## config.mk

```make
export PLATFORM = sky130hd
export DESIGN_NAME = mycpu_pipe_chain
export DESIGN_NICKNAME = d
export VERILOG_FILES = /design/src/rtl/mycpu_pipe_pkg.sv /design/src/rtl/mycpu_pipe_slot.sv /design/src/rtl/mycpu_pipe_chain.sv
export SDC_FILE = /design/constraint.sdc
export NUM_CORES = 1
export LEC_CHECK = 0
export CORE_AREA = 2 2 198 200
export DETAILED_ROUTE_END_ITERATION = 12
export DIE_AREA = 0 0 200 202
export PLACE_DENSITY = 0.7
export SLEW_MARGIN = 30
export SYNTH_ARGS = -nofsm -noshare
export SYNTH_HDL_FRONTEND = slang
export SYNTH_SLANG_ARGS = --single-unit
```

## constraint.sdc

```tcl
create_clock -name clk -period 4.05 [get_ports clk]
set_clock_uncertainty 0.15 [all_clocks]
set_input_delay 1.0125 -clock clk [delete_from_list [all_inputs] [get_ports clk]]
set_output_delay 1.0125 -clock clk [all_outputs]
set_load 0.01 [all_outputs]
```

## src/rtl/mycpu_pipe_pkg.sv

```systemverilog
// Shared definitions for the mycpu pipeline chain.
package mycpu_pipe_pkg;

    // Largest supported chain depth.
    localparam int unsigned NSTAGE_MAX    = 8;
    // Default width of the retire/stall performance counters.
    localparam int unsigned CNT_W_DEFAULT = 32;

    // Bit offset of stage idx inside a flattened per-stage payload bus.
    function automatic int unsigned stage_lsb(input int unsigned idx, input int unsigned dw);
        return idx * dw;
    endfunction

endpackage

```

## src/rtl/mycpu_pipe_slot.sv

```systemverilog
// One pipeline stage: valid/data register, allowin handshake, capture and kill.
module mycpu_pipe_slot
    import mycpu_pipe_pkg::*;
#(
    parameter int unsigned DW = 72
) (
    input  logic          clk,
    input  logic          resetn,
    input  logic          up_valid,     // upstream offers a payload this cycle
    input  logic [DW-1:0] up_data,
    input  logic          ready_go,     // this stage finished its work
    input  logic          next_allowin, // downstream can take our payload
    input  logic          kill,         // flush hits this stage
    output logic          allowin,
    output logic          fwd_valid,    // payload leaves this stage this cycle
    output logic          valid,
    output logic [DW-1:0] data
);

    logic          valid_q;
    logic [DW-1:0] data_q;

    // Handshake: free slot, or our payload moves on in the same cycle.
    always_comb begin
        allowin   = !valid_q || (ready_go && next_allowin);
        fwd_valid = valid_q && ready_go;
    end

    // Stage register; a kill wins over any capture into this slot.
    always_ff @(posedge clk or negedge resetn) begin
        if (!resetn) begin
            valid_q <= 1'b0;
            data_q  <= '0;
        end else begin
            if (kill) begin
                valid_q <= 1'b0;
            end else if (allowin) begin
                valid_q <= up_valid;
            end
            // Bubbles and killed captures leave the payload untouched.
            if (allowin && up_valid && !kill) begin
                data_q <= up_data;
            end
        end
    end

    assign valid = valid_q;
    assign data  = data_q;

endmodule

```

## src/rtl/mycpu_pipe_chain.sv

```systemverilog
// Valid/allowin pipeline chain of NSTAGE slots with flush and performance counters.
module mycpu_pipe_chain
    import mycpu_pipe_pkg::*;
#(
    parameter int unsigned NSTAGE = 4,   // legal range 2..NSTAGE_MAX
    parameter int unsigned DW     = 72,
    parameter int unsigned CNT_W  = CNT_W_DEFAULT
) (
    input  logic                 clk,
    input  logic                 resetn,
    input  logic                 in_valid,
    output logic                 in_allowin,
    input  logic [DW-1:0]        in_data,
    input  logic [NSTAGE-1:0]    ready_go,
    input  logic                 flush,
    input  logic [NSTAGE-1:0]    flush_mask,
    output logic                 out_valid,
    input  logic                 out_ready,
    output logic [DW-1:0]        out_data,
    output logic [NSTAGE-1:0]    stage_valid,
    output logic [NSTAGE*DW-1:0] stage_data,
    output logic [CNT_W-1:0]     retire_cnt,
    output logic [CNT_W-1:0]     stall_cnt
);

    logic [CNT_W-1:0] retire_q;
    logic [CNT_W-1:0] stall_q;

    // Per-stage nets live inside each generate scope so the allowin chain
    // is a set of distinct signals rather than one self-referencing vector.
    for (genvar i = 0; i < NSTAGE; i++) begin : g_slot
        logic          up_valid;
        logic [DW-1:0] up_data;
        logic          nxt_allowin;
        logic          allowin;
        logic          fwd_valid;
        logic          valid;
        logic [DW-1:0] data;

        if (i == 0) begin : g_head
            assign up_valid = in_valid;
            assign up_data  = in_data;
        end else begin : g_body
            assign up_valid = g_slot[i-1].fwd_valid;
            assign up_data  = g_slot[i-1].data;
        end

        if (i == NSTAGE - 1) begin : g_tail
            assign nxt_allowin = out_ready;
        end else begin : g_link
            assign nxt_allowin = g_slot[i+1].allowin;
        end

        mycpu_pipe_slot #(
            .DW (DW)
        ) u_slot (
            .clk          (clk),
            .resetn       (resetn),
            .up_valid     (up_valid),
            .up_data      (up_data),
            .ready_go     (ready_go[i]),
            .next_allowin (nxt_allowin),
            .kill         (flush && flush_mask[i]),
            .allowin      (allowin),
            .fwd_valid    (fwd_valid),
            .valid        (valid),
            .data         (data)
        );

        assign stage_valid[i]                       = valid;
        assign stage_data[stage_lsb(i, DW) +: DW]   = data;
    end

    assign in_allowin = g_slot[0].allowin;
    assign out_valid  = g_slot[NSTAGE-1].fwd_valid;
    assign out_data   = g_slot[NSTAGE-1].data;

    // Performance counters; both wrap naturally at 2^CNT_W.
    always_ff @(posedge clk or negedge resetn) begin
        if (!resetn) begin
            retire_q <= '0;
            stall_q  <= '0;
        end else begin
            if (out_valid && out_ready) begin
                retire_q <= retire_q + CNT_W'(1);
            end
            if (in_valid && !in_allowin) begin
                stall_q <= stall_q + CNT_W'(1);
            end
        end
    end

    assign retire_cnt = retire_q;
    assign stall_cnt  = stall_q;

endmodule

```

### Word-level counts from Yosys, hierarchy flattened

Cells that the tools add are included.

| operators by class | value |
|---|---|
| add/sub/neg operators | 2 |
| multiplexer cells | 8 |
| reductions and logical operators | 39 |

Operators with widths:

| operator | number |
|---|---|
| $add A32 B1 Y32 const B | 2 |
| $logic_and A1 B1 Y1 | 22 |
| $logic_not A1 Y1 | 9 |
| $mux W1 | 8 |
| $reduce_bool A2 Y1 | 4 |
| $logic_or A1 B1 Y1 | 4 |

| storage, ports and cells | value |
|---|---|
| register bits | 356 |
| bits of input ports | 85 |
| output and inout port bits | 430 |
| word-level logic and storage cells | 59 |

### Depth between registers and ports, before layout

Gate-level depths: netlist of run 1.

| logic depth | value |
|---|---|
| depth in word-level cells | 10 |
| gate-level depth with buffers | 7 |

### Cells and area by module

Synthesis of run 1 repeated with hierarchy kept, for this count alone.

| second synthesis, totals | value |
|---|---|
| cells, all modules | 982 |
| area total of the unflattened synthesis | 16061.7 µm² |

Modules (own cells, without submodules):

| module | instances | cells each | area an instance (µm²) | sequential area each (µm²) |
|---|---|---|---|---|
| mycpu_pipe_slot | 4 | 159 | 3101.7 | 1826.8 |
| mycpu_pipe_chain | 1 | 346 | 3654.8 | 1601.5 |

### Worst setup path before layout of run 1

No wires, ideal clock.

| timing | value |
|---|---|
| path type | input to output |
| from | input ready_go[1] |
| to | output in_allowin |
| data arrival time | 1500 ps |
| path slack | 1388 ps |
| stages | 3 |
| buffers on the path | 0 |
| cell sequence | nor2b_1 > o21ai_4 > o211ai_2 |

| on the way | value |
|---|---|
| cells in the longest elaborated chain, start to end | 4 |

Ends and longest elaborated chain:

| element | RTL line | source |
|---|---|---|
| start, declared | mycpu_pipe_chain.sv:14 | `input logic [NSTAGE-1:0] ready_go,` |
| $logic_and A1 B1 Y1 | mycpu_pipe_slot.sv:25 | `allowin = !valid_q \|\| (ready_go && next_allowin);` |
| $logic_or A1 B1 Y1 | mycpu_pipe_slot.sv:25 |  |
| $logic_and A1 B1 Y1 | mycpu_pipe_slot.sv:25 |  |
| $logic_or A1 B1 Y1 | mycpu_pipe_slot.sv:25 |  |
| end, declared | mycpu_pipe_chain.sv:12 | `output logic in_allowin,` |

Every way passes these cells.

### Final worst setup path of run 1

| timing | value |
|---|---|
| from | input out_ready |
| to | output in_allowin |

| on the way | value |
|---|---|
| cells in the longest elaborated chain, start to end | 8 |

Ends and longest elaborated chain:

| element | RTL line | source |
|---|---|---|
| start, declared | mycpu_pipe_chain.sv:18 | `input logic out_ready,` |
| $logic_and A1 B1 Y1 | mycpu_pipe_slot.sv:25 |  |
| $logic_or A1 B1 Y1 | mycpu_pipe_slot.sv:25 |  |
| $logic_and A1 B1 Y1 | mycpu_pipe_slot.sv:25 |  |
| $logic_or A1 B1 Y1 | mycpu_pipe_slot.sv:25 |  |
| $logic_and A1 B1 Y1 | mycpu_pipe_slot.sv:25 |  |
| $logic_or A1 B1 Y1 | mycpu_pipe_slot.sv:25 |  |
| $logic_and A1 B1 Y1 | mycpu_pipe_slot.sv:25 |  |
| $logic_or A1 B1 Y1 | mycpu_pipe_slot.sv:25 |  |

Every way passes these cells.

==> results of run 1 <==
[path summary, 6_finish.rpt]
check | from | to | slack (ps) | cells after the start
max in group asynchronous | resetn | g_slot[0].u_slot.data[23] | 2510 | 2
min in group asynchronous | resetn | g_slot[3].u_slot.data[51] | 390 | 1
min reg2reg | stall_cnt[31] | stall_cnt[31] | 320 | 1
max reg2reg | g_slot[3].u_slot.valid | g_slot[0].u_slot.data[54] | 1530 | 6
max | out_ready | in_allowin | 110 | 5
min | stall_cnt[31] | stall_cnt[31] | 320 | 1
[through the flow]
| stage | util, % | worst slack, ps | instances |
|---|---|---|---|
| 6_report | 55.6 | 107 | 1982 |
| 2_1_floorplan | - | 1390 | 970 |
| 3_3_place_gp | 52.3 | 163 | 1914 |
| 5_1_grt | 55.6 | 39.5 | 1981 |
| 4_1_cts | 55.6 | 129 | 1980 |
| 3_5_place_dp | 52.3 | 143 | 1914 |
[where the power goes]
group	leakage [uW]	internal, uW	switching (uW)
clock	0.000621	2090	1370
combinational	0.00415	3680	2090
sequential	0.00439	4780	1080
total	0.00917	10500	4550
[state kept, by name (all words and copies together), names as in the netlist]
register	count
g_slot.u_slot.data	288
retire_cnt	32
stall_cnt	32
g_slot.u_slot.valid	4
[synth_stat cells, types with 2 or more instances]
library cell | number | area share [%]
buf_6 | 8 | 0.61
o21ai_0 | 2 | 0.068
buf_2 | 24 | 0.82
nand3_1 | 31 | 1.1
nand4b_1 | 2 | 0.12
and3_1 | 18 | 0.77
xnor2_1 | 48 | 2.9
mux2_1 | 48 | 3.7
ha_1 | 2 | 0.17
nor4_1 | 2 | 0.085
nor2_1 | 10 | 0.26
xor2_1 | 14 | 0.84
and4_1 | 8 | 0.48
inv_1 | 3 | 0.077
buf_4 | 77 | 3.9
mux2_2 | 172 | 13
nand3_2 | 2 | 0.14
nand4_1 | 18 | 0.77
nand2_1 | 29 | 0.74
nor3_1 | 3 | 0.10
and2_1 | 7 | 0.30
mux2_4 | 70 | 7.2
dfrtp_1 | 356 | 61
nor4_2 | 2 | 0.17
[cells in the final DEF (no fill, tap or decap), types with 8 or more instances in the layout]
| cell type | instances |
|---|---|
| nand2_1 | 29 |
| mux2_4 | 70 |
| xnor2_1 | 48 |
| dfrtp_1 | 356 |
| clkbuf_1 | 8 |
| nand3_1 | 31 |
| nor2_1 | 10 |
| and4_1 | 8 |
| clkdlybuf4s50_1 | 513 |
| clkbuf_16 | 41 |
| nand4_1 | 18 |
| xor2_1 | 14 |
| mux2_1 | 48 |
| mux2_2 | 172 |
| buf_12 | 12 |
| and3_1 | 17 |
| buf_4 | 10 |
[area by class of cell]
class	instances	area, um2	share of cell area, %
clock inverters	10	103	0.482
well taps	518	648	3.05
diodes	2	5.00	0.0235
inverters	4	15.0	0.0706
multi-input cells	500	4980	23.4
flip-flops and latches	356	8910	41.9
clock buffers	56	1150	5.42
repair buffers	536	5470	25.7
[metal layers]
layer / vias to the layer above / part of all wire (%) / wire [um]
met3: 53 / 7.0 / 2810
met2: 322 / 50 / 19900
met4: 0 / 2.1 / 853
li1: 4276 / - / -
met5: - / 0 / 0
met1: 4949 / 41 / 16600
[logic make-up after synthesis]
family,after synthesis,synth area share [%]
buffers and inverters,114,5.50
multiplexers,290,24.0
flip-flops,356,60.7
AO/OA/AOI/OAI,10,0.597
adder cells (fa/ha/maj),2,0.170
AND/OR/NAND/NOR,136,5.29
XOR/XNOR,62,3.70
==> flow_summary.yaml, run 1 <==
cts:
  cts_setup_buffers: 0
  numCtsBuffers: 38
  postCtsResizedCells: 0
  cts_tree: "built"
  clk_pin_slew_worst_paths_ps: 50
  cts_root_buf: "clkbuf_16"
  cts_hold_buf: 0
  htree_levels: 2
  cts_buffer_depth: 3
  clkSinkCount: 356
  insertion_delay_ps: 520
global_routing:
  gr-usage-met1_pct: 25.2
  grt_pass1_vias: 9849
  gr-usage-met3_pct: 5.14
  antenna_found_initial: 1
  grt_max_degree: 99
  busiest_layer: "met2"
  gr-total-overflow: 0
  grt_util_met2_pct: 32.8
  grt_pass1_wl_mm: 60.5
  grt_use_total_pct: 19.6
synth:
  synth-edff-count: 0
  ys.warnings.count: 0
  ys_seq_area_share_pct: 60.7
  synth_seq_cells: 356
  synthesis.area_um2: 14700
  synth_fp_nets: 1057
  async_flop_share_pct: 100
  yosys.cell_types.count: 38
  ys.flop_type: "dfrtp_1"
  avgSynthCellArea_um2: 15.1
  syn_inst: 970
sta:
  max_freq_mhz: 254
  finalCriticalPeriod_ps: 3940
  tns_ps: 0
  finalHoldViolCount: 0
  max_slew_margin_pct: 44.5
  tightest_slew_ps: 833
  post-route-period-util_pct: 97.4
  setup_viol: 0
  drv_slew: 0
  whs_ps: 316
  rsz0062_at_grt: "no"
final_layout:
  nFillCells: 3149
  num-nets-final: 1523
  final_cell_area_um2: 21300
  areaGrowthSynthToFinish_pct: 45.0
  drive_gt1_share_pct: 22.8
floorplanning:
  rows: 72
  die_w_um: 200
  core_area_um2: 38300
  initial_core_util_pct: 38.3
  die_h_um: 202
  pin_count: 515
  die_area_um2: 40400
detailed_routing:
  final_antenna_net_count: 0
  vias_per_cell: 4.84
  drt_iter0_markers: 325
  dr.pass1.iters: 4
  wl_per_cell_um: 20.3
  wirelength_mm: 40.1
  drc: 0
  vias: 9600
critical_path:
  critPathKind: "input port to output pin"
  worstPathRequired_ps: 2890
  crit_fanout: 6
  critical_path_arrival_ps: 2780
  crit_path_start_kind: "input port"
  crit_family: "buffers and inverters"
  crit_chain: "clkdlybuf4s50_1, a21bo_2, nand2_1, o211ai_2, clkdlybuf4s50_1"
  cp_common_cell: "clkdlybuf4s50_1"
  slowest_stage: "clkdlybuf4s50_1"
  critical_path.max_stage_delay_ps: 590
  critPathBufInv: 2
  worstSetupEndpointType: "output pin"
power:
  power_leakage_uw: 0.00917
  power.total_uw: 15100
  irDropWorstVdd_v: 0.000496
  power.density_nw_per_um2: 710
placement:
  hpwl_mm: 29.3
  placed_area_um2: 20000
  portBuffers: 514
  place.gp.congestion: 0.808
job:
  max_cap_violations: 0
outcome:
  status: "completed"
worst_hold_path:
  holdCritPathClass: "register to register"
(Power assumes the default switching activity.)
==> run 2: changes to the inputs <==
--- a/constraint.sdc
+++ b/constraint.sdc
@@ -3,3 +3,3 @@
 set_input_delay 1.0125 -clock clk [delete_from_list [all_inputs] [get_ports clk]]
 set_output_delay 1.0125 -clock clk [all_outputs]
-set_load 0.01 [all_outputs]
+set_load 0.005 [all_outputs]
==> run 2 against run 1 <==
Net effect:
- power decreased by 3.7%
- sequential power about the same
- maximum frequency grew 0.92%
- largest cell class unchanged
- largest power group unchanged
- highest routed layer unchanged
==> flow_summary.yaml, run 2 (same netlist as run 1, synthesis figures left out) <==
power:
  power.total_uw: 14500
  power.density_nw_per_um2: 683
  power_leakage_uw: 0.00917
  irDropWorstVdd_v: 0.000454
cts:
  cts_hold_buf: 0
  postCtsResizedCells: 0
  htree_levels: 2
  cts_root_buf: "clkbuf_16"
  numCtsBuffers: 39
  clkSinkCount: 356
  cts_setup_buffers: 0
  cts_buffer_depth: 3
  clk_pin_slew_worst_paths_ps: 60
  insertion_delay_ps: 530
  cts_tree: "built"
placement:
  post-place-cells: 1911
  hpwl_mm: 29.5
  place.gp.congestion: 0.828
  dp_slack_ps: 158
  portBuffers: 514
floorplanning:
  die_h_um: 202
  die_area_um2: 40400
  rows: 72
  initial_core_util_pct: 38.3
  pin_count: 515
  die_w_um: 200
  core_area_um2: 38300
final_layout:
  final_cells: 1976
  final_cell_mix: "clkdlybuf4s50_1, dfrtp_1, mux2_2"
  nFillCells: 3136
  seqCellArea_um2: 8910
  largest_reg_flops: 288
  n_antenna_cell: 0
  num-nets-final: 1521
  areaGrowthSynthToFinish_pct: 45.0
  multi_input_area_um2: 4980
  final_common_cell: "clkdlybuf4s50_1"
  drive_gt1_share_pct: 22.8
critical_path:
  crit_fanout: 5
  worstSetupEndpointType: "output pin"
  critical_path_arrival_ps: 2740
  critPathKind: "input port to output pin"
  critPathBufInv: 2
  cp_common_cell: "clkdlybuf4s50_1"
  worstPathRequired_ps: 2890
  crit_path_start_kind: "input port"
  crit_chain: "clkdlybuf4s50_1, a21bo_2, nand2_1, o211ai_2, clkdlybuf4s50_1"
  slowest_stage: "clkdlybuf4s50_1"
  crit_family: "buffers and inverters"
  rr_startpoint: "g_slot[3].u_slot.valid"
  critical_path.max_stage_delay_ps: 570
  crit_start: "out_ready"
detailed_routing:
  drc: 0
  wl_per_cell_um: 20.5
  final_antenna_net_count: 0
  wirelength_mm: 40.5
  dr.pass1.iters: 4
  vias_per_cell: 4.81
  drt_iter0_markers: 283
  vias: 9495
outcome:
  status: "completed"
sta:
  finalCriticalPeriod_ps: 3910
  finalHoldViolCount: 0
  setup_viol: 0
  post-route-period-util_pct: 96.5
  rsz0062_at_grt: "no"
  drv_slew: 0
  max_freq_mhz: 256
  whs_ps: 325
  tns_ps: 0
  max_slew_margin_pct: 48.5
  setup_ws_ps: 143
  tightest_slew_ps: 772
worst_hold_path:
  min_from: "stall_cnt[31]"
  holdCritPathClass: "register to register"
global_routing:
  gr-total-overflow: 0
  grt_max_degree: 91
  grt_pass1_wl_mm: 61.1
  antenna_found_initial: 0
  grt_use_total_pct: 19.9
  grt_pass1_vias: 9947
job:
  max_cap_violations: 0
-- run 2: where the power goes --
group / switching [uW] / leakage [uW] / internal (uW) / total, uW
registers: 1080 / 0.00439 / 4780 / 5860
clock network: 1390 / 0.000639 / 2160 / 3550
logic: 1480 / 0.00414 / 3650 / 5140
-- run 2: path summary, 6_finish.rpt --
check / slack (ps) / cells after the start / end
max: 140 / 5 / in_allowin
max in group asynchronous: 2530 / 2 / stall_cnt[18]
min in group asynchronous: 360 / 1 / g_slot[3].u_slot.data[58]
max reg2reg: 1560 / 6 / g_slot[0].u_slot.data[59]
min: 320 / 1 / stall_cnt[31]
min reg2reg: 320 / 1 / stall_cnt[31]
-- run 2: cell type report --
type	count	area share, %
Tap cell	518	3.05
Inverter	4	0.0706
Timing Repair Buffer	533	25.6
Clock buffer	58	5.64
Clock inverter	7	0.400
Sequential cell	356	41.9
Multi-Input combinational cell	500	23.4
-- run 2: stage by stage --
step / instance area (um2) / util (%)
finish: 21300 / 55.6
global route: 21300 / 55.6
global placement: 20000 / 52.2
CTS: 21300 / 55.6
floorplan: 14700 / -
detailed placement: 20000 / 52.2
-- run 2: routing by layer --
| layer | vias up | part of all wire [%] | global-route usage (%) |
|---|---|---|---|
| met5 | - | 0 | 0 |
| met4 | 0 | 2.3 | 6.48 |
| met2 | 313 | 49 | 33.3 |
| li1 | 4265 | - | - |
| met3 | 52 | 6.7 | 4.96 |
| met1 | 4865 | 41 | 25.4 |
==> run 3: changes to the inputs <==
Settings changed: SLEW_MARGIN 30 to 10.
==> results of run 3 <==
The final DEF is identical to that of run 2; final timing and power are the same.
